--- src/rtl/mem_bus_arbiter_pkg.sv ---
// Shared types for the I/D memory bus arbiter: FSM state codes, bus owner
// codes and the default bus widths used by the interface.
package mem_bus_arbiter_pkg;

    localparam int ARB_ADDR_W_DEF = 32;
    localparam int ARB_DATA_W_DEF = 32;

    typedef enum logic [1:0] {
        ARB_IDLE = 2'd0,
        ARB_BUS  = 2'd1,
        ARB_RESP = 2'd2
    } arbState_e;

    typedef enum logic {
        ARB_OWN_I = 1'b0,
        ARB_OWN_D = 1'b1
    } arbOwner_e;

endpackage

--- src/rtl/mem_bus_arbiter_if.sv ---
// Bundles the fetch port, the MEM-stage data port and the memory bus.
// slave  : the arbiter's view (serves I/D requests, drives the bus command).
// master : the surrounding pipeline and memory (raise requests, answer the bus).
interface mem_bus_arbiter_if
    import mem_bus_arbiter_pkg::*;
#(
    parameter int ADDR_W = ARB_ADDR_W_DEF,
    parameter int DATA_W = ARB_DATA_W_DEF
);
    logic                i_req;
    logic [ADDR_W-1:0]   i_addr;
    logic [DATA_W-1:0]   i_rdata;
    logic                i_ready;

    logic                d_req;
    logic                d_we;
    logic [DATA_W/8-1:0] d_wstrb;
    logic [ADDR_W-1:0]   d_addr;
    logic [DATA_W-1:0]   d_wdata;
    logic [DATA_W-1:0]   d_rdata;
    logic                d_ready;

    logic                m_req;
    logic                m_we;
    logic [DATA_W/8-1:0] m_wstrb;
    logic [ADDR_W-1:0]   m_addr;
    logic [DATA_W-1:0]   m_wdata;
    logic [DATA_W-1:0]   m_rdata;
    logic                m_ack;
    logic                bus_err;

    modport slave (
        input  i_req, i_addr, d_req, d_we, d_wstrb, d_addr, d_wdata, m_rdata, m_ack,
        output i_rdata, i_ready, d_rdata, d_ready,
               m_req, m_we, m_wstrb, m_addr, m_wdata, bus_err
    );

    modport master (
        output i_req, i_addr, d_req, d_we, d_wstrb, d_addr, d_wdata, m_rdata, m_ack,
        input  i_rdata, i_ready, d_rdata, d_ready,
               m_req, m_we, m_wstrb, m_addr, m_wdata, bus_err
    );

endinterface

--- src/rtl/mem_bus_arbiter_arb_grant_sel.sv ---
// Combinational grant selection between fetch (I) and data (D) requests.
// ARB_RR_EN undefined: fixed priority, D over I.
// ARB_RR_EN defined  : round-robin on ties, using the last-served owner.
module arb_grant_sel
    import mem_bus_arbiter_pkg::*;
(
    input  logic      iReq,
    input  logic      dReq,
`ifdef ARB_RR_EN
    input  arbOwner_e lastServed,
`endif
    output logic      grantValid,
    output arbOwner_e grantOwner
);

    // Pick the owner of the next bus transaction.
    always_comb begin
        grantValid = iReq | dReq;
        grantOwner = ARB_OWN_D;
`ifdef ARB_RR_EN
        if (iReq && dReq) begin
            grantOwner = (lastServed == ARB_OWN_D) ? ARB_OWN_I : ARB_OWN_D;
        end else if (iReq) begin
            grantOwner = ARB_OWN_I;
        end
`else
        // D first: the older instruction must finish or MEM and IF deadlock.
        if (iReq && !dReq) begin
            grantOwner = ARB_OWN_I;
        end
`endif
    end

endmodule

--- src/rtl/mem_bus_arbiter.sv ---
// Shares one variable-latency memory bus between instruction fetch and MEM
// data access. One transaction at a time: IDLE (arbitrate) -> BUS (wait for
// ack or watchdog) -> RESP (one-cycle ready pulse). All outputs registered.
// Optional macro ARB_RR_EN selects round-robin arbitration instead of
// fixed D-over-I priority.
module mem_bus_arbiter
    import mem_bus_arbiter_pkg::*;
#(
    parameter int ADDR_W   = 32,
    parameter int DATA_W   = 32,
    parameter int MAX_WAIT = 255
)(
    input  logic              clk,
    input  logic              rst,
    mem_bus_arbiter_if.slave  bus
);

    localparam int WDOG_W = $clog2(MAX_WAIT + 1);

    arbState_e         state;
    arbState_e         stateNext;
    arbOwner_e         owner;
    logic [WDOG_W-1:0] wdog;

    logic              grantValid;
    arbOwner_e         grantOwner;
    logic              loadCmd;
    logic              finishAck;
    logic              finishAbort;
    logic              wdogStep;
    logic              wdogExpire;
    logic [ADDR_W-1:0] cmdAddr;

`ifdef ARB_RR_EN
    arbOwner_e         lastServed;
`endif

    arb_grant_sel uGrantSel (
        .iReq       (bus.i_req),
        .dReq       (bus.d_req),
`ifdef ARB_RR_EN
        .lastServed (lastServed),
`endif
        .grantValid (grantValid),
        .grantOwner (grantOwner)
    );

    // The watchdog counts completed bus cycles; the last allowed one is MAX_WAIT-1.
    assign wdogExpire = (wdog == WDOG_W'(MAX_WAIT - 1));
    assign cmdAddr    = (grantOwner == ARB_OWN_D) ? bus.d_addr : bus.i_addr;

    // State register.
    always_ff @(posedge clk) begin
        if (!rst) begin
            state <= ARB_IDLE;
        end else begin
            state <= stateNext;
        end
    end

    // Next state and the per-cycle actions of the current state.
    always_comb begin
        stateNext   = state;
        loadCmd     = 1'b0;
        finishAck   = 1'b0;
        finishAbort = 1'b0;
        wdogStep    = 1'b0;
        case (state)
            ARB_IDLE: begin
                if (grantValid) begin
                    loadCmd   = 1'b1;
                    stateNext = ARB_BUS;
                end
            end
            ARB_BUS: begin
                // An ack arriving on the expiry cycle still completes normally.
                if (bus.m_ack) begin
                    finishAck = 1'b1;
                    stateNext = ARB_RESP;
                end else if (wdogExpire) begin
                    finishAbort = 1'b1;
                    stateNext   = ARB_RESP;
                end else begin
                    wdogStep = 1'b1;
                end
            end
            ARB_RESP: stateNext = ARB_IDLE;
            default:  stateNext = ARB_IDLE;
        endcase
    end

    // Command, watchdog and response registers.
    always_ff @(posedge clk) begin
        if (!rst) begin
            owner       <= ARB_OWN_D;
            wdog        <= '0;
            bus.m_req   <= 1'b0;
            bus.m_we    <= 1'b0;
            bus.m_wstrb <= '0;
            bus.m_addr  <= '0;
            bus.m_wdata <= '0;
            bus.i_rdata <= '0;
            bus.i_ready <= 1'b0;
            bus.d_rdata <= '0;
            bus.d_ready <= 1'b0;
            bus.bus_err <= 1'b0;
        end else begin
            // Response outputs are pulses; read data is only non-zero beside ready.
            bus.i_ready <= 1'b0;
            bus.d_ready <= 1'b0;
            bus.bus_err <= 1'b0;
            bus.i_rdata <= '0;
            bus.d_rdata <= '0;
            if (loadCmd) begin
                owner       <= grantOwner;
                wdog        <= '0;
                bus.m_req   <= 1'b1;
                bus.m_addr  <= cmdAddr;
                // Fetch is read-only, so its write fields are forced to zero.
                bus.m_we    <= (grantOwner == ARB_OWN_D) ? bus.d_we    : 1'b0;
                bus.m_wstrb <= (grantOwner == ARB_OWN_D) ? bus.d_wstrb : '0;
                bus.m_wdata <= (grantOwner == ARB_OWN_D) ? bus.d_wdata : '0;
            end
            if (wdogStep) begin
                wdog <= wdog + WDOG_W'(1);
            end
            if (finishAck || finishAbort) begin
                bus.m_req   <= 1'b0;
                bus.bus_err <= finishAbort;
                if (owner == ARB_OWN_D) begin
                    bus.d_ready <= 1'b1;
                    bus.d_rdata <= finishAck ? bus.m_rdata : '0;
                end else begin
                    bus.i_ready <= 1'b1;
                    bus.i_rdata <= finishAck ? bus.m_rdata : '0;
                end
            end
        end
    end

`ifdef ARB_RR_EN
    // Remember who was granted last so the next tie goes the other way.
    always_ff @(posedge clk) begin
        if (!rst) begin
            lastServed <= ARB_OWN_I;
        end else if (loadCmd) begin
            lastServed <= grantOwner;
        end
    end
`endif

endmodule

--- src/flat_wrapper.sv ---
// flat-port wrapper written by rule: the top's interface ports become plain ports
module mem_bus_arbiter_flat import mem_bus_arbiter_pkg::*;
#(
    parameter int ADDR_W   = 32,
    parameter int DATA_W   = 32,
    parameter int MAX_WAIT = 255
)
  (clk, rst, bus_i_req, bus_i_addr, bus_d_req, bus_d_we, bus_d_wstrb, bus_d_addr, bus_d_wdata, bus_m_rdata, bus_m_ack, bus_i_rdata, bus_i_ready, bus_d_rdata, bus_d_ready, bus_m_req, bus_m_we, bus_m_wstrb, bus_m_addr, bus_m_wdata, bus_bus_err);
  mem_bus_arbiter_if #(.ADDR_W(ADDR_W), .DATA_W(DATA_W)) bus_i ();
  input  logic clk;
  input  logic rst;
  input wire logic [$bits(bus_i.i_req)-1:0] bus_i_req;
  input wire logic [$bits(bus_i.i_addr)-1:0] bus_i_addr;
  input wire logic [$bits(bus_i.d_req)-1:0] bus_d_req;
  input wire logic [$bits(bus_i.d_we)-1:0] bus_d_we;
  input wire logic [$bits(bus_i.d_wstrb)-1:0] bus_d_wstrb;
  input wire logic [$bits(bus_i.d_addr)-1:0] bus_d_addr;
  input wire logic [$bits(bus_i.d_wdata)-1:0] bus_d_wdata;
  input wire logic [$bits(bus_i.m_rdata)-1:0] bus_m_rdata;
  input wire logic [$bits(bus_i.m_ack)-1:0] bus_m_ack;
  output wire logic [$bits(bus_i.i_rdata)-1:0] bus_i_rdata;
  output wire logic [$bits(bus_i.i_ready)-1:0] bus_i_ready;
  output wire logic [$bits(bus_i.d_rdata)-1:0] bus_d_rdata;
  output wire logic [$bits(bus_i.d_ready)-1:0] bus_d_ready;
  output wire logic [$bits(bus_i.m_req)-1:0] bus_m_req;
  output wire logic [$bits(bus_i.m_we)-1:0] bus_m_we;
  output wire logic [$bits(bus_i.m_wstrb)-1:0] bus_m_wstrb;
  output wire logic [$bits(bus_i.m_addr)-1:0] bus_m_addr;
  output wire logic [$bits(bus_i.m_wdata)-1:0] bus_m_wdata;
  output wire logic [$bits(bus_i.bus_err)-1:0] bus_bus_err;
  assign bus_i.i_req = bus_i_req;
  assign bus_i.i_addr = bus_i_addr;
  assign bus_i.d_req = bus_d_req;
  assign bus_i.d_we = bus_d_we;
  assign bus_i.d_wstrb = bus_d_wstrb;
  assign bus_i.d_addr = bus_d_addr;
  assign bus_i.d_wdata = bus_d_wdata;
  assign bus_i.m_rdata = bus_m_rdata;
  assign bus_i.m_ack = bus_m_ack;
  assign bus_i_rdata = bus_i.i_rdata;
  assign bus_i_ready = bus_i.i_ready;
  assign bus_d_rdata = bus_i.d_rdata;
  assign bus_d_ready = bus_i.d_ready;
  assign bus_m_req = bus_i.m_req;
  assign bus_m_we = bus_i.m_we;
  assign bus_m_wstrb = bus_i.m_wstrb;
  assign bus_m_addr = bus_i.m_addr;
  assign bus_m_wdata = bus_i.m_wdata;
  assign bus_bus_err = bus_i.bus_err;
  mem_bus_arbiter #(.ADDR_W(ADDR_W), .DATA_W(DATA_W), .MAX_WAIT(MAX_WAIT)) u_core (.clk(clk), .rst(rst), .bus(bus_i));
endmodule
--- config.mk ---
export PLATFORM = sky130hd
export DESIGN_NAME = mem_bus_arbiter_flat
export DESIGN_NICKNAME = d
export VERILOG_FILES = /design/src/rtl/mem_bus_arbiter_pkg.sv /design/src/rtl/mem_bus_arbiter_if.sv /design/src/rtl/mem_bus_arbiter_arb_grant_sel.sv /design/src/rtl/mem_bus_arbiter.sv /design/src/flat_wrapper.sv
export SDC_FILE = /design/constraint.sdc
export NUM_CORES = 1
export LEC_CHECK = 0
export BUFFER_PORTS_ARGS = -buffer_cell sky130_fd_sc_hd__clkbuf_2
export CAP_MARGIN = 30
export CORE_UTILIZATION = 45
export DETAILED_ROUTE_END_ITERATION = 10
export HOLD_SLACK_MARGIN = 0.12
export MAX_ROUTING_LAYER = met4
export PLACE_DENSITY = 0.87
export SLEW_MARGIN = 15
export SYNTH_ARGS = -nofsm -noshare
export SYNTH_HDL_FRONTEND = slang
export SYNTH_SLANG_ARGS = --single-unit
--- constraint.sdc ---
create_clock -name clk -period 2 [get_ports clk]
set_input_delay 0.1 -clock clk [delete_from_list [all_inputs] [get_ports clk]]
set_output_delay 0.1 -clock clk [all_outputs]
set_load 0.1 [all_outputs]
==> metrics.txt <==
Max VDD drop between 0.0005 and 0.0006 V; syn_nets 620; Cells after Synth 480; Post-Syn Area between 5000 and 6000 um^2; 1st-pass router iterations 8; RSZ-0062 raised after global routing false; H-tree Lvls 4; worst skew pair latency roughly 0.42 ns; Die Y between 100 and 150 um; nets approximately 1,000; share of post-route cells with drive strength above 1 between 30% and 40%; Critical Path Fanout Max 22; period utilization approximately nine tenths; CTS tree built; Rows 39; Detail Route Antenna Nets 0; area grow syn2layout 63.1%; fin crit period approximately 1.8 ns; final hold viol count 0; Hold WC Path Type in2reg; status finished with violations; clock root cell clkbuf_16; Slew Viols, Final 0; starting density of the core 46.6%; Worst Skew 0.00705 ns; clock-pin slew on the worst setup and hold paths ~0.060 ns; Worst Setup Path Type reg2reg; WL final 18.7 mm; Sink Count roughly 150; hold slack ~0.15 ns; largest net degree at the start of global routing 77; Syn. warnings 0; part of the Yosys area used for sequential elements 55.2%; pwr dens 940 nW/um^2; Avg Inst Size Synth 11.2 um^2; IO Port Bufs about 270; critical path endpoint category flop; post-synth cell types between 40 and 50; Post-synth ARST share 0%; Die ar. roughly 12,000 um^2; leak pwr ~4 nW; startpoint types flop; number of fill cells roughly 680; Main synth FF type dfxtp_1; GPL Wtd Cong 0.845; Num CTS Buffers 17; Core Region 11,500 um^2; CP arrival roughly 2.2 ns; Final Setup Violations 0; Vias approximately 5,500; Initial DRC Count 340; clk buf depth 2; Ports roughly 280; WL per Instance around 18 um; Total Power a little over 8 mW; DP Wirelength ~10 mm; die width 111 um; Max transition margin between 40% and 50%; initial antenna violation count 1; total grt overflow 0; global-route wire length before repair roughly 29 mm; number of synthesized flops with an enable pin 0; vias per cell ~5.3; CP Data Required Time between 2 and 2.5 ns; Setup TNS 0 ns; Max Cap Viol 0; Worst-Margin Slew 0.892 ns; drt drc 43; setup bufs post-CTS 0; Yosys reg bits 148; max frequency ~550 MHz; failing checks design-rule violations; gr usage total around a third; vias in the first global route 5,788
## registers in the layout, indices dropped and copies added (netlist names)
| signal | cells |
|---|---|
| u_core.bus.d_rdata | 32 |
| u_core.bus.i_rdata | 32 |
| u_core.bus.m_addr | 32 |
| u_core.bus.m_wdata | 32 |
| u_core.wdog | 8 |
| u_core.bus.m_wstrb | 4 |
| u_core.state | 2 |
| u_core.bus.bus_err | 1 |
| u_core.bus.d_ready | 1 |
| u_core.bus.i_ready | 1 |
| u_core.bus.m_req | 1 |
| u_core.bus.m_we | 1 |
| u_core.owner | 1 |
## placed cells by master (no fill, tap or decap), types with 17 or more instances in the layout
| cell type | synthesis | layout |
|---|---|---|
| dfxtp_1 | 148 | 148 |
| nand2_1 | 37 | 37 |
| and2_1 | 65 | 65 |
| clkbuf_2 | 0 | 274 |
| a22oi_1 | 37 | 37 |
| a21boi_1 | 29 | 29 |
| clkbuf_16 | 0 | 17 |
| dlygate4sd3_1 | 0 | 135 |
| nor2b_1 | 40 | 39 |
| o221ai_2 | 28 | 28 |
## power by group
part / leakage, nW / internal, mW / switching [mW] / total [mW]
Sequential: 1.21 / 3.08 / 0.0815 / 3.16
Combinational: 2.53 / 0.563 / 1.39 / 1.95
Clock: 0.288 / 1.83 / 1.29 / 3.12
Total: 4.02 / 5.48 / 2.76 / 8.23
## stage by stage
step | cells | utilization (%) | area, um^2 | worst slack, ns
floorplan | 480 | - | 5370 | 0.581
global placement | 870 | 59.2 | 6820 | 0.421
detailed placement | 870 | 59.2 | 6820 | 0.314
CTS | 1037 | 76.1 | 8760 | 0.173
global route | 1038 | 76.1 | 8760 | 0.0814
finish | 1038 | 76.1 | 8760 | 0.166
## synth_stat cells (5+ instances only)
library cell / number / area, um^2
a22oi_1: 37 / 278
nand2_1: 37 / 139
dfxtp_1: 148 / 2960
clkbuf_1: 9 / 33.8
buf_6: 8 / 90.1
and2_1: 65 / 407
a21boi_1: 29 / 218
buf_4: 5 / 37.5
o221ai_2: 28 / 420
nor2b_1: 40 / 250
buf_2: 14 / 70.1
and3_1: 5 / 31.3
o211a_1: 5 / 50.1
## worst paths after layout
kind / end / start / slack [ns] / depth (start not counted)
max: u_core.bus.m_addr[31]$_SDFFE_PN0P_ / u_core.state[0]$_SDFFE_PN0P_ / 0.17 / 5
min reg2reg: u_core.bus.m_addr[14]$_SDFFE_PN0P_ / u_core.bus.m_addr[14]$_SDFFE_PN0P_ / 0.46 / 2
max reg2reg: u_core.bus.m_addr[31]$_SDFFE_PN0P_ / u_core.state[0]$_SDFFE_PN0P_ / 0.17 / 5
min: u_core.bus.bus_err$_SDFF_PN0_ / rst / 0.15 / 3
## critical path, cell delays in order, from the launching register on
cell and delay (ns):
dfxtp_1 0.36, nor2_4 0.18, and2_4 0.36, o221ai_2 0.14, dlygate4sd3_1 0.58, a21boi_1 0.15
## layout make-up
cell class	count	area, um^2	share of cell area [%]
antenna	1	2.50	0.0286
clock buffer	20	467	5.33
multi-input combinational	294	2180	24.9
tap	143	179	2.04
sequential	148	2960	33.8
clock inverter	12	118	1.34
inverter	2	7.51	0.0857
timing repair buffer	418	2840	32.4
## layer usage
layer	wire length, um	global-route usage (%)
met4	971	20.7
met1	6900	32.9
met3	1340	7.49
met5	0	-
met2	9470	53.6
## logic make-up (layout without fill, tap and decap cells)
family	count (synthesis)	in the layout	synth area share, %
AND/OR/NAND/NOR	169	169	18.3
flip-flops	148	148	55.2
AO/OA/AOI/OAI	116	116	20.3
buffers and inverters	38	452	4.45
multiplexers	5	5	1.03
adder cells (fa/ha/maj)	2	2	0.466
XOR/XNOR	2	2	0.326
other	0	1	0
## timing repair
item / in CTS / in global routing
hold buffers: 135 / 0
endpoints found under the hold margin: 135 / 0
gates resized for setup: 0 / 0
No activity file was read; power rests on OpenSTA's default activity.
